`config.mk`:
```
export PLATFORM = sky130hd
export DESIGN_NAME = nibble_serial_adder_flat
export DESIGN_NICKNAME = d
export VERILOG_FILES = /design/src/rtl/nibble_serial_adder_if.sv /design/src/rtl/nibble_serial_adder.sv /design/src/flat_wrapper.sv
export SDC_FILE = /design/constraint.sdc
export NUM_CORES = 1
export LEC_CHECK = 0
export ABC_CLOCK_PERIOD_IN_PS = 7060
export BUFFER_PORTS_ARGS = -buffer_cell sky130_fd_sc_hd__clkbuf_2
export CORE_MARGIN = 8
export CORE_UTILIZATION = 51
export CTS_BUF_LIST = sky130_fd_sc_hd__clkbuf_4 sky130_fd_sc_hd__clkbuf_8
export CTS_CLUSTER_SIZE = 16
export DETAILED_ROUTE_END_ITERATION = 7
export HOLD_SLACK_MARGIN = 0.12
export PLACE_DENSITY_LB_ADDON = 0.08
export SETUP_SLACK_MARGIN = 0.4
export SYNTH_ARGS = -nofsm -noshare
export SYNTH_HDL_FRONTEND = slang
export SYNTH_HIERARCHICAL = 1
export SYNTH_SLANG_ARGS = --single-unit
```
`constraint.sdc`:
```
create_clock -name clk -period 7.06 [get_ports clk]
set_input_delay 1.059 -clock clk [delete_from_list [all_inputs] [get_ports clk]]
set_output_delay 1.059 -clock clk [all_outputs]
set_load 0.02 [all_outputs]
```
`src/rtl/nibble_serial_adder_if.sv`:
```
// Handshake and operand/result bundle between EX-stage control and the
// nibble-serial adder.
interface nibble_serial_adder_if #(
    parameter int WIDTH = 32
);
    logic             start;
    logic             sub;
    logic [WIDTH-1:0] a;
    logic [WIDTH-1:0] b;
    logic             busy;
    logic             done;
    logic [WIDTH-1:0] sum;
    logic             co;
    logic             ovf;

    modport master (
        output start, sub, a, b,
        input  busy, done, sum, co, ovf
    );

    modport slave (
        input  start, sub, a, b,
        output busy, done, sum, co, ovf
    );
endinterface

```
`src/rtl/nibble_serial_adder.sv`:
```
// Multi-cycle WIDTH-bit adder/subtractor: one 4-bit carry-select slice is
// reused for WIDTH/4 cycles, with the carry held in a register between nibbles.
module nsa_csel4 (
    input  logic [3:0] a,
    input  logic [3:0] b,
    input  logic       ci,
    output logic [3:0] sum,
    output logic       co
);
    logic [2:0] lo;
    logic [2:0] hi0;
    logic [2:0] hi1;
    logic [2:0] hi;

    // Low pair ripples from ci; high pair is precomputed for both carries.
    assign lo  = {1'b0, a[1:0]} + {1'b0, b[1:0]} + {2'b00, ci};
    assign hi0 = {1'b0, a[3:2]} + {1'b0, b[3:2]};
    assign hi1 = hi0 + 3'd1;
    assign hi  = lo[2] ? hi1 : hi0;
    assign sum = {hi[1:0], lo[1:0]};
    assign co  = hi[2];
endmodule

module nibble_serial_adder #(
    parameter int WIDTH = 32
) (
    input logic                 clk,
    input logic                 rst_n,
    nibble_serial_adder_if.slave bus
);
    localparam int NIB   = WIDTH / 4;
    localparam int IDX_W = $clog2(NIB);

    typedef enum logic [1:0] {
        IDLE,
        RUN,
        DONE
    } state_t;

    state_t               state_q;
    logic [IDX_W-1:0]     idx_q;
    logic                 carry_q;
    logic [NIB-1:0][3:0]  a_q;
    logic [NIB-1:0][3:0]  b_q;
    logic [NIB-1:0][3:0]  sum_q;
    logic                 busy_q;
    logic                 done_q;
    logic                 co_q;
    logic                 ovf_q;

    logic [3:0]           nib_sum;
    logic                 nib_co;
    logic                 accept;
    logic                 last_nib;

    assign accept   = bus.start && ((state_q == IDLE) || (state_q == DONE));
    assign last_nib = (idx_q == IDX_W'(NIB - 1));

    nsa_csel4 u_slice (
        .a   (a_q[idx_q]),
        .b   (b_q[idx_q]),
        .ci  (carry_q),
        .sum (nib_sum),
        .co  (nib_co)
    );

    always_ff @(posedge clk or negedge rst_n) begin
        if (!rst_n) begin
            state_q <= IDLE;
            idx_q   <= '0;
            carry_q <= 1'b0;
            a_q     <= '0;
            b_q     <= '0;
            sum_q   <= '0;
            busy_q  <= 1'b0;
            done_q  <= 1'b0;
            co_q    <= 1'b0;
            ovf_q   <= 1'b0;
        end else begin
            case (state_q)
                IDLE, DONE: begin
                    done_q <= 1'b0;
                    if (accept) begin
                        // Subtraction is a + ~b + 1: invert B here, seed the carry with sub.
                        a_q     <= bus.a;
                        b_q     <= bus.sub ? ~bus.b : bus.b;
                        carry_q <= bus.sub;
                        idx_q   <= '0;
                        sum_q   <= '0;
                        co_q    <= 1'b0;
                        ovf_q   <= 1'b0;
                        busy_q  <= 1'b1;
                        state_q <= RUN;
                    end else begin
                        state_q <= IDLE;
                    end
                end
                RUN: begin
                    sum_q[idx_q] <= nib_sum;
                    carry_q      <= nib_co;
                    idx_q        <= idx_q + 1'b1;
                    if (last_nib) begin
                        co_q    <= nib_co;
                        ovf_q   <= (a_q[NIB-1][3] == b_q[NIB-1][3]) &&
                                   (nib_sum[3] != a_q[NIB-1][3]);
                        idx_q   <= '0;
                        busy_q  <= 1'b0;
                        done_q  <= 1'b1;
                        state_q <= DONE;
                    end
                end
                default: begin
                    busy_q  <= 1'b0;
                    done_q  <= 1'b0;
                    state_q <= IDLE;
                end
            endcase
        end
    end

    assign bus.busy = busy_q;
    assign bus.done = done_q;
    assign bus.sum  = sum_q;
    assign bus.co   = co_q;
    assign bus.ovf  = ovf_q;
endmodule

```
`src/flat_wrapper.sv`:
```
// flat-port wrapper written by rule: the top's interface ports become plain ports
module nibble_serial_adder_flat 
#(
    parameter int WIDTH = 32
)
  (clk, rst_n, bus_start, bus_sub, bus_a, bus_b, bus_busy, bus_done, bus_sum, bus_co, bus_ovf);
  nibble_serial_adder_if #(.WIDTH(WIDTH)) bus_i ();
  input logic clk;
  input logic rst_n;
  input wire logic [$bits(bus_i.start)-1:0] bus_start;
  input wire logic [$bits(bus_i.sub)-1:0] bus_sub;
  input wire logic [$bits(bus_i.a)-1:0] bus_a;
  input wire logic [$bits(bus_i.b)-1:0] bus_b;
  output wire logic [$bits(bus_i.busy)-1:0] bus_busy;
  output wire logic [$bits(bus_i.done)-1:0] bus_done;
  output wire logic [$bits(bus_i.sum)-1:0] bus_sum;
  output wire logic [$bits(bus_i.co)-1:0] bus_co;
  output wire logic [$bits(bus_i.ovf)-1:0] bus_ovf;
  assign bus_i.start = bus_start;
  assign bus_i.sub = bus_sub;
  assign bus_i.a = bus_a;
  assign bus_i.b = bus_b;
  assign bus_busy = bus_i.busy;
  assign bus_done = bus_i.done;
  assign bus_sum = bus_i.sum;
  assign bus_co = bus_i.co;
  assign bus_ovf = bus_i.ovf;
  nibble_serial_adder #(.WIDTH(WIDTH)) u_core (.clk(clk), .rst_n(rst_n), .bus(bus_i));
endmodule
```
### After elaboration in Yosys (flattened, before gate mapping)

Cells that the tools add are included.

| cells by class | value |
|---|---|
| multiplexer cells | 29 |
| reduce and logical (&&, ||, !) cells | 11 |
| eq/ne operators | 7 |
| order comparisons | 2 |
| add/sub/neg operators | 5 |
| bitwise logic cells | 1 |

Operators with widths:

| cell | number |
|---|---|
| $mux 32 | 2 |
| $pmux 32 s2 | 1 |
| $bwmux 32 | 1 |
| $not 32->32 | 1 |
| $bmux 4 s3 | 2 |
| $demux 4 s3 | 1 |
| $mux 4 | 3 |
| $mux 1 | 9 |
| $mux 3 | 3 |
| $pmux 1 s2 | 4 |
| $add 2x2->3 | 2 |
| $add 3x1->3 const B | 2 |
| $pmux 3 s2 | 1 |
| $reduce_and 2->1 | 3 |
| $lt 3x4->1 const B | 1 |
| $ne 2x1->1 const B | 2 |
| $pmux 2 s2 | 1 |
| $add 3x1->3 | 1 |
| $eq 3x3->1 const B | 1 |
| $ge 3x1->1 const B | 1 |
| $logic_and 1x1->1 | 3 |
| $reduce_and 3->1 | 1 |
| $eq 2x1->1 const B | 1 |
| $eq 2x2->1 const B | 1 |
| 7 further kinds | 7 |

| word-level totals | value |
|---|---|
| register bits | 106 |
| word-level logic and storage cells | 86 |
| input bits | 68 |

### Depth between registers and ports, before layout

| logic depth | value |
|---|---|
| word-level depth | 9 |
| gate-level depth with buffers | 12 |

### Modules after synthesis

The synthesis kept the hierarchy.

By module, submodules not included:

| module | area an instance (um^2) | cells an instance | instances |
|---|---|---|---|
| nibble_serial_adder | 4971.0 | 480 | 1 |
| nsa_csel4 | 140.1 | 14 | 1 |

### Least setup slack after synthesis

OpenSTA, ideal clock, no wires.

| path | value |
|---|---|
| kind | reg2reg |
| from | register u_core.idx_q[0] |
| to | register u_core.ovf_q, in the netlist u_core/bus.ovf |
| path slack | 4.018 ns |
| stages on the path, launching flop included | 12 |
| data arrival time | 2.959 ns |
| buffers on the path | 2 |
| cells stage by stage | dfrtp_1 -> buf_6 -> buf_12 -> mux4_1 -> mux2_2 -> ha_1 -> fa_1 -> ha_1 -> mux2_4 -> and3b_1 -> a21oi_1 -> o21ai_0 |

| between the ends | value |
|---|---|
| cells in the longest elaborated chain, start to end | 9 |
| elaborated cells between the ends (all ways) | 16 |
| classes of those cells | add/sub (4); eq/ne (3); mux (7); reduce/logical (2) |

RTL lines:

| what | RTL line | source |
|---|---|---|
| from (decl) | nibble_serial_adder.sv:41 | `logic [IDX_W-1:0] idx_q;` |
| from (signal assigned) | nibble_serial_adder.sv:101 | `idx_q <= idx_q + 1'b1;` |
| $bmux 4 s3 (on tied branches) | nibble_serial_adder.sv:60, nibble_serial_adder.sv:61 |  |
| $mux 4 (on tied branches) | nibble_serial_adder.sv:60, nibble_serial_adder.sv:61 |  |
| $add 2x2->3 (on tied branches) | nibble_serial_adder.sv:17, nibble_serial_adder.sv:16 |  |
| $add 3x1->3 (on tied branches) | nibble_serial_adder.sv:18, nibble_serial_adder.sv:16 |  |
| $mux 3 * | nibble_serial_adder.sv:19 | `assign hi = lo[2] ? hi1 : hi0;` |
| net u_core.nib_sum[3] | nibble_serial_adder.sv:51 | `logic [3:0] nib_sum;` |
| $ne 1x1->1 * | nibble_serial_adder.sv:105 | `(nib_sum[3] != a_q[NIB-1][3]);` |
| $logic_and 1x1->1 * | nibble_serial_adder.sv:104 | `ovf_q <= (a_q[NIB-1][3] == b_q[NIB-1][3]) &&` |
| $mux 1 * | nibble_serial_adder.sv:102 | `if (last_nib) begin` |
| $pmux 1 s2 * | nibble_serial_adder.sv:80 | `case (state_q)` |
| to (signal assigned) | nibble_serial_adder.sv:104 |  |
| to (decl) | nibble_serial_adder.sv:49 | `logic ovf_q;` |

The timed path passes the listed nets; every way through them passes the cells marked *. The select of a mux whose other input is x is not followed.
A chain may end at the register's enable or synchronous reset.

### Final worst setup path

Ends and elaborated chain as after synthesis.

==> summary.txt <==
Clocking
  • Clk sink count: 105
  • CTS Buf Count: 9
  • CTS root buf: clkbuf_8
  • Post-CTS sizing: 0
  • H-tree level count: 3
  • Setup Fix Bufs, Post-CTS: 0
  • CTS clk-pin slew, worst paths: 0.10 ns
  • Hold-fix buffers, CTS: 0
  • Worst skew pair latency: 0.37 ns
  • CTS tree: built
  • CTS Buffer Depth: 2

Cells and area
  • Core Util, Final: 60.68%
  • Post-route cell area: 5931 µm²
  • # nets final: 652
  • Most common cell after layout, fill and taps aside: nand2_1
  • ANT cells: 0
  • Area grow syn2layout: 16.03%
  • Share of cells above drive strength 1: 24.57%
  • Commonest non-fill, non-tap cells in the layout: nand2_1 (164), dfrtp_1 (105), clkbuf_2 (102)

Drt
  • Vias: 3,659
  • Metal2 WL: 5187 µm
  • Routed WL: 11,300 µm
  • Initial DRC count: 182
  • Vias per cell: 5.117
  • Wirelength per Cell: 15.81 µm
  • Pre-antenna DRT Iters: 4
  • Met3 wire length: 609 µm
  • ANT nets after route: 0
  • Top layer in use: met4
  • Routed met1 length: 5347 µm
  • Drt drc: 0

Die
  • Die height: 116.1 µm
  • Die width: 116.1 µm
  • Rows: 36
  • Die area: 13,480 µm²
  • Initial core utilization: 52.29%
  • Core area: 9774 µm²
  • I/O pins: 104

Power
  • Power Density: 505.6 nW/µm²
  • Max VDD drop: 322.2 µV
  • Leak: 3.006 nW
  • Pwr Total: 2.999 mW

Global routing
  • First-pass GRT wire length: 18,850 µm
  • GRT Total Usage: 17.66%
  • Vias in the first global route: 3,799
  • Initial antenna violation count: 0
  • GRT overflow: 0
  • Largest net degree at the start of global routing: 79

Worst setup path
  • Worst-case reg-to-reg path depth: 9
  • CP endpoint: u_core/bus.ovf
  • WS Path Type: reg -> reg
  • Critical path startpoint: u_core/idx_q[0]
  • Worst EP arrival: 3.73 ns
  • Worst setup SP type: register
  • Crit path max-delay family: multiplexers
  • RR Endpoint: u_core/bus.ovf
  • CP max-delay cell: dfrtp_1
  • FF-to-FF setup slack: 3.62 ns
  • Slowest stage delay, CP: 0.64 ns
  • Critical Path Stages: 9
  • WP buf/inv: 1
  • CP Capture Type: register
  • CP max FO: 17
  • CP Cell Sequence: buf_4, mux4_1, mux2_2, fa_1, ha_1, mux2_4, and3b_1, a21oi_1, o21ai_0
  • FF-to-FF Start: u_core/idx_q[0]
  • Critical path required time: 7.35 ns

Synth
  • Synth async-reset ratio: 100.0%
  • Sequential cell area fraction in the yosys report: 51.41%
  • Cell Area, Synth: 5111 µm²
  • Main synth FF type: dfrtp_1
  • Syn avg cell area: 10.35 µm²
  • Register bit total from synthesis: 105
  • Syn nets: 569
  • Yosys warning total: 6
  • EDFF count, synth: 0
  • Netlist cell types: 35
  • Cell count after synthesis: 494

Placed design
  • Pre-CTS setup slack: 3.610 ns
  • Routability cong.: 0.7643
  • DPL Wire Length: 8218 µm
  • Cell Area, Placed: 5654 µm²
  • Port Buffer Count: 103

Timing
  • Final Hold Vio Count: 0
  • Worst Skew: 0.01141 ns
  • Rel. slew slack: 23.10%
  • Setup ws final: 3.618 ns
  • FMAX: 0.2905 GHz
  • Max Slew Vio Count: 0
  • Fin crit share: 48.76%
  • Final setup TNS: 0 ns
  • Final setup violation count: 0
  • RSZ-0062 raised after global routing: no
  • Crit path time final: 3.442 ns
  • Tightest Pin Transition: 1.148 ns

Hold path
  • Worst Hold Class: reg -> reg

Run
  • Max Cap Viol: 0

Outcome
  • Status: finished clean
power breakdown:
part | internal [mW] | leakage [nW] | switching (mW)
sequential | 0.861 | 1.33 | 0.206
clock | 0.290 | 0.140 | 0.204
combinational | 0.600 | 1.54 | 0.836
total | 1.75 | 3.01 | 1.25
synth_stat cells, drive strengths merged (4+ instances only):
cell	count	area, µm²
mux2i	26	260.3
buf	15	101.3
ha	4	50.05
clkbuf	19	72.56
dfrtp	105	2628
nand3	10	50.05
mux4	14	349.1
o21ai	43	215.2
inv	10	37.54
mux2	11	127.6
nand3b	5	37.54
nand2	164	615.6
xnor2	33	289.0
nor2	7	26.28
cells by family (layout without fill, tap and decap cells):
family	count (synthesis)	in the layout	synth area share, %
and+or+nand+nor	200	200	16.43
adders and majority gates	7	7	2.154
DFF	105	105	51.41
muxes	51	51	14.42
AOI/OAI and AO/OA	53	53	5.631
xor gates and xnor gates	34	34	5.826
buffers and inverters	44	132	4.137
per-layer routing:
layer  vias up  GRT usage [%]
met2        89          27.32
met1      1759          24.60
met3        12          3.154
li1       1799              -
met4         0          5.964
met5         -              0
through the flow:
| step | hold WS [ns] | cells |
|---|---|---|
| floorplan | 0.4373 | 494 |
| global placement | 0.4523 | 699 |
| detailed placement | 0.4585 | 699 |
| CTS | 0.4812 | 715 |
| global route | 0.5099 | 715 |
| finish | 0.4790 | 715 |
flip-flops by register name, indices dropped and copies added (netlist names):
register / cells
u_core/state_q: 2
u_core/bus.co: 1
u_core/carry_q: 1
u_core/a_q: 32
u_core/bus.sum: 32
u_core/idx_q: 3
u_core/b_q: 32
u_core/bus.busy: 1
u_core/bus.ovf: 1
worst register-to-register path, stage by stage (launching register included):
cell	delay (ns)
dfrtp_1	0.64
buf_4	0.34
mux4_1	0.58
mux2_2	0.30
fa_1	0.50
ha_1	0.31
mux2_4	0.29
and3b_1	0.21
a21oi_1	0.04
o21ai_0	0.16
area by class of cell:
class,count,area (µm²)
clock inverters,5,125.1
fillers,868,3844
inverters,10,37.54
multi-input cells,345,2282
repair buffers,106,540.5
flip-flops and latches,105,2628
clock buffers,11,151.4
well taps,133,166.4
how the worst min path moves through the flow:
stage,startpoint,slack (ns),endpoint,depth (start not counted)
6_report,u_core/a_q[19],0.48,u_core/a_q[19],2
5_1_grt,u_core/a_q[19],0.51,u_core/a_q[19],2
4_1_cts,u_core/a_q[19],0.48,u_core/a_q[19],2
3_5_place_dp,u_core/a_q[19],0.46,u_core/a_q[19],2
3_3_place_gp,u_core/a_q[15],0.45,u_core/a_q[15],2
2_1_floorplan,u_core/a_q[12],0.44,u_core/a_q[12],2
(Power assumes the default switching activity.)
